### config.mk
export PLATFORM = sky130hd
export DESIGN_NAME = pipemem_lsu
export DESIGN_NICKNAME = d
export VERILOG_FILES = /design/src/rtl/pipemem_lsu.sv
export SDC_FILE = /design/constraint.sdc
export NUM_CORES = 1
export LEC_CHECK = 0
export BUFFER_PORTS_ARGS = -buffer_cell sky130_fd_sc_hd__buf_4
export CORE_MARGIN = 1
export CORE_UTILIZATION = 44
export CTS_BUF_LIST = sky130_fd_sc_hd__clkbuf_16
export CTS_CLUSTER_SIZE = 8
export DETAILED_ROUTE_END_ITERATION = 16
export GPL_ROUTABILITY_DRIVEN = 0
export GPL_TIMING_DRIVEN = 0
export PLACE_DENSITY = 0.76
export SLEW_MARGIN = 20
export SYNTH_ARGS = -nofsm -noshare
export SYNTH_HDL_FRONTEND = slang
export SYNTH_SLANG_ARGS = --single-unit
### constraint.sdc
create_clock -name clk -period 4.7 [get_ports clk]
set_clock_uncertainty 0.1 [all_clocks]
set_input_delay 0.94 -clock clk [delete_from_list [all_inputs] [get_ports clk]]
set_output_delay 0.94 -clock clk [all_outputs]
set_load 0.01 [all_outputs]
### src/rtl/pipemem_lsu.sv
// MEM-stage load/store unit with MEM/WB register; 1 cycle for ALU ops, k+2 for memory ops acked k cycles after request.
// Stalls upstream via combinational mstall while an access is outstanding; timeout after MAX_WAIT busy cycles.
module pipemem_lsu #(
  parameter int MAX_WAIT = 15
) (
  input  logic        clk,
  input  logic        rst,
  input  logic [31:0] malu,
  input  logic [31:0] mb,
  input  logic [4:0]  mrn,
  input  logic        mwreg,
  input  logic        mm2reg,
  input  logic        mwmem,
  input  logic [1:0]  msize,
  input  logic        msext,
  output logic        dm_req,
  output logic        dm_we,
  output logic [31:0] dm_addr,
  output logic [31:0] dm_wdata,
  output logic [3:0]  dm_be,
  input  logic        dm_ack,
  input  logic [31:0] dm_rdata,
  output logic        mstall,
  output logic [31:0] walu,
  output logic [31:0] wmo,
  output logic        wm2reg,
  output logic        wwreg,
  output logic [4:0]  wrn,
  output logic        align_err,
  output logic        bus_err
);

  typedef enum logic {IDLE, BUSY} state_t;

  state_t      state, state_nxt;
  logic [7:0]  cnt;
  logic        memop, misal, timeout;
  logic        issue, done, abort;
  logic [3:0]  be_nxt;
  logic [31:0] wdata_nxt;
  logic [15:0] lane;
  logic [31:0] ld_data;

  assign memop   = mm2reg | mwmem;
  assign misal   = memop && ((msize == 2'b01 && malu[0]) || (msize[1] && malu[1:0] != 2'b00));
  assign timeout = (cnt == 8'(MAX_WAIT - 1));

  always_comb begin
    be_nxt    = 4'b1111;
    wdata_nxt = mb;
    case (msize)
      2'b00: begin
        be_nxt    = 4'b0001 << malu[1:0];
        wdata_nxt = {4{mb[7:0]}};
      end
      2'b01: begin
        be_nxt    = 4'b0011 << {malu[1], 1'b0};
        wdata_nxt = {2{mb[15:0]}};
      end
      default: ;
    endcase
    if (!mwmem) be_nxt = 4'b0000;
  end

  // Aligned halves have malu[0]=0, so the byte shift also selects the half lane.
  always_comb begin
    lane    = 16'(dm_rdata >> {malu[1:0], 3'b000});
    ld_data = dm_rdata;
    case (msize)
      2'b00:   ld_data = msext ? {{24{lane[7]}}, lane[7:0]} : {24'b0, lane[7:0]};
      2'b01:   ld_data = msext ? {{16{lane[15]}}, lane} : {16'b0, lane};
      default: ;
    endcase
  end

  always_comb begin
    state_nxt = state;
    mstall    = 1'b0;
    issue     = 1'b0;
    done      = 1'b0;
    abort     = 1'b0;
    case (state)
      IDLE: begin
        if (memop && !misal) begin
          mstall    = 1'b1;
          issue     = 1'b1;
          state_nxt = BUSY;
        end
      end
      BUSY: begin
        if (dm_ack) begin
          done      = 1'b1;
          state_nxt = IDLE;
        end else if (timeout) begin
          abort     = 1'b1;
          state_nxt = IDLE;
        end else begin
          mstall = 1'b1;
        end
      end
      default: state_nxt = IDLE;
    endcase
  end

  always_ff @(posedge clk or posedge rst) begin
    if (rst) begin
      state     <= IDLE;
      cnt       <= 8'd0;
      dm_req    <= 1'b0;
      dm_we     <= 1'b0;
      dm_addr   <= 32'd0;
      dm_wdata  <= 32'd0;
      dm_be     <= 4'd0;
      walu      <= 32'd0;
      wmo       <= 32'd0;
      wm2reg    <= 1'b0;
      wwreg     <= 1'b0;
      wrn       <= 5'd0;
      align_err <= 1'b0;
      bus_err   <= 1'b0;
    end else begin
      state     <= state_nxt;
      align_err <= (state == IDLE) && misal;
      bus_err   <= abort;

      if (issue) begin
        dm_req   <= 1'b1;
        dm_we    <= mwmem;
        dm_addr  <= {malu[31:2], 2'b00};
        dm_be    <= be_nxt;
        dm_wdata <= wdata_nxt;
        cnt      <= 8'd0;
      end else if (done || abort) begin
        dm_req <= 1'b0;
      end else if (state == BUSY) begin
        cnt <= cnt + 8'd1;
      end

      // Bubbles and kills both clear the write controls; walu/wmo hold.
      if (state == IDLE && !memop) begin
        walu   <= malu;
        wrn    <= mrn;
        wwreg  <= mwreg;
        wm2reg <= 1'b0;
      end else if (done) begin
        walu   <= malu;
        wrn    <= mrn;
        wwreg  <= mwreg;
        wm2reg <= mm2reg;
        wmo    <= ld_data;
      end else begin
        wrn    <= 5'd0;
        wwreg  <= 1'b0;
        wm2reg <= 1'b0;
      end
    end
  end

endmodule
==> results.yml <==
synth:
  ys_ff_latch: 150
  yosysWarnings: 0
  ys.flop_type: "dfrtp_1"
  netlist.area_leader.share_pct: 56.92
  synth.cell_area_um2: 6595
  synthArstFlopShare_pct: 100.0
  synth_cell_types: 47
  ys_top_cells_by_area: "dfrtp_1 57%, nand2_1 9.0%, mux2_2 6.5%"
  ys_seq_area_share_pct: 56.92
  postSynthAreaPerCell_um2: 10.30
  synthesis.instances: 640
  synth_edf_count: 0
  synth_top_area_cell: "dfrtp_1"
clock_network:
  postCtsSetupBuffers: 0
  cts_max_level: 4
  numCtsBuffers: 17
  cts_tree: "yes"
  clock-sinks: 150
  cts_root_buffer: "clkbuf_16"
  clock_path_buffers: 2
  ctsHoldBuffers: 0
  path_clk_slew_ns: 0.06
  cts_resized: 0
  clock_latency_ns: 0.42
floorplanning:
  fp-row-count: 44
  pin_count: 254
  die_width_um: 124.4
  die_area_um2: 15480
  core_um2: 14590
  die_height_um: 124.4
  initial_core_util_pct: 45.21
final_layout:
  drive_above_1_share_pct: 38.79
  area_delta_synth_final_pct: 42.48
  fin_nets: 1027
  final_area_um2: 9397
  final_common_cell: "buf_4"
  final_cell_mix: "252 x buf_4, 158 x nand2_1, 150 x dfrtp_1"
  diodes: 0
status:
  status: "finished clean"
placement:
  placed_cell_area_um2: 8817
  hpwl_um: 14940
  place_ws_ns: 1.274
  numPortBuffers: 250
timing:
  setup_viol: 0
  worst_pin_slew_ns: 0.7907
  fin_setup_tns_ns: 0
  period_needed_ns: 3.420
  fmax_mhz: 292.4
  rsz0062_at_grt: "false"
  relSlewSlack_pct: 47.04
  hold_viol_final: 0
  fin_ws_ns: 1.280
  min_period_over_period_pct: 72.76
  slew_violations: 0
worst_setup_path:
  slowest_stage: "a221o_1"
  reg2regPathDepth: 5
  critPathMaxStageDelay_ns: 0.31
  setup.worst_path.class: "in2out"
  r2r_setup_slack_ns: 2.66
  start_kind: "input pin"
  critical-path-top-delay-family: "buffers and inverters"
  worst_r2r_endpoint: "walu[21]"
  end_kind: "primary output"
  worst-path-buf-inv: 5
  worstPathRequired_ns: 3.66
  r2r_start: "state"
  critPathMaxFanout: 10
  crit_chain: "buf_4 -> or2_1 -> buf_2 -> a221o_1 -> buf_6 -> buf_2 -> nand2_1 -> buf_4"
  arrival_ns: 2.38
grt:
  gr-usage-met1_pct: 31.52
  busiest_layer: "met2"
  grt_use_met2_pct: 42.51
  grt_pass1_wl_um: 31440
  grt_pass1_vias: 6111
  grt_antenna_before_repair: 0
  met3_usage_pct: 8.505
  grt_max_degree: 33
  overflow: 0
  grtUsageTotal_pct: 25.84
route:
  routed_wl_um: 19560
  drtIter0Drc: 376
  route.detailed.drc: 0
  wl_per_cell_um: 17.59
  ant_nets: 0
  vias_per_cell: 5.254
  dr.pass1.iters: 7
  vias: 5842
worst_hold_path:
  min_path_type: "reg2reg"
  min_from: "dm_wdata[6]"
  min_to: "dm_wdata[6]"
  hold_path_depth: 2
flow_run:
  max_cap_viol_count: 0
power:
  ir_drop_mv: 0.4910
  finalPower_mw: 4.559
  power.density_nw_per_um2: 485.2
  p_leak_nw: 4.712
[state kept, by name, summed over array words and instances (netlist names)]
register and count:
align_err 1, bus_err 1, cnt 8, dm_addr 30, dm_be 4, dm_req 1
dm_wdata 32, dm_we 1, state 1, walu 32, wm2reg 1, wmo 32
wrn 5, wwreg 1
[worst register-to-register path, stage by stage, from the launching register on]
cell      delay (ns)
dfrtp_1         0.45
o21bai_1        0.22
buf_2           0.21
nand2_1         0.26
buf_2           0.33
mux2_2          0.37
[synthesized netlist by cell type (5+ instances only)]
library cell	number
a222oi_1	7
nor2_1	31
a21oi_1	34
mux2i_1	28
nand2_1	158
o21ai_0	52
and3_1	9
buf_2	22
a22oi_1	8
mux2_2	38
clkbuf_1	12
inv_1	5
o21a_1	7
buf_6	5
dfrtp_1	150
a22o_1	7
nand3_1	18
[power by group]
| group | internal (mW) | leakage, nW | switching, mW |
|---|---|---|---|
| Combinational | 0.712 | 2.61 | 0.677 |
| Sequential | 1.63 | 1.83 | 0.198 |
| Clock | 0.784 | 0.276 | 0.561 |
[through the flow]
stage / instances / hold slack, ns / utilization [%]
floorplan: 641 / 0.3887 / -
global placement: 1075 / 0.3591 / 59.70
detailed placement: 1080 / 0.3651 / 60.44
CTS: 1112 / 0.3799 / 64.41
global route: 1112 / 0.3955 / 64.41
finish: 1112 / 0.3781 / 64.41
[kinds of logic after synthesis]
kind of cell | Yosys count | share of synthesized area, %
multiplexers | 66 | 10.74
other | 1 | 0.05686
XOR/XNOR | 2 | 0.2657
AO/OA/AOI/OAI | 132 | 12.54
AND/OR/NAND/NOR | 236 | 15.10
buffers and inverters | 51 | 4.003
flip-flops | 150 | 56.92
adder cells (fa/ha/maj) | 2 | 0.3794
[how the worst max path moves through the flow]
stage	slack (ns)	cells after the start	from	to
2_1_floorplan	1.57	7	msize[0]	mstall
3_3_place_gp	0.78	2	rst	dm_wdata[20]
3_5_place_dp	1.27	8	msize[1]	mstall
4_1_cts	1.27	8	msize[1]	mstall
5_1_grt	1.22	8	msize[1]	mstall
6_report	1.28	8	msize[1]	mstall
[per-layer routing]
metal	vias up	part of all wire (%)
met3	32	9.2
met4	0	1.7
met1	2790	41
met5	-	0
met2	272	48
li1	2748	-
[layout make-up]
type                       count  area [um2]
buffer                        45       241.5
clock buffer                  17       425.4
clock inverter                15       153.9
fill                        1224        5192
inverter                       6       26.28
multi-input combinational    440        2581
sequential                   150        3754
tap                          184       230.2
timing repair buffer         255        1984
No activity file was read; power rests on OpenSTA's default activity.
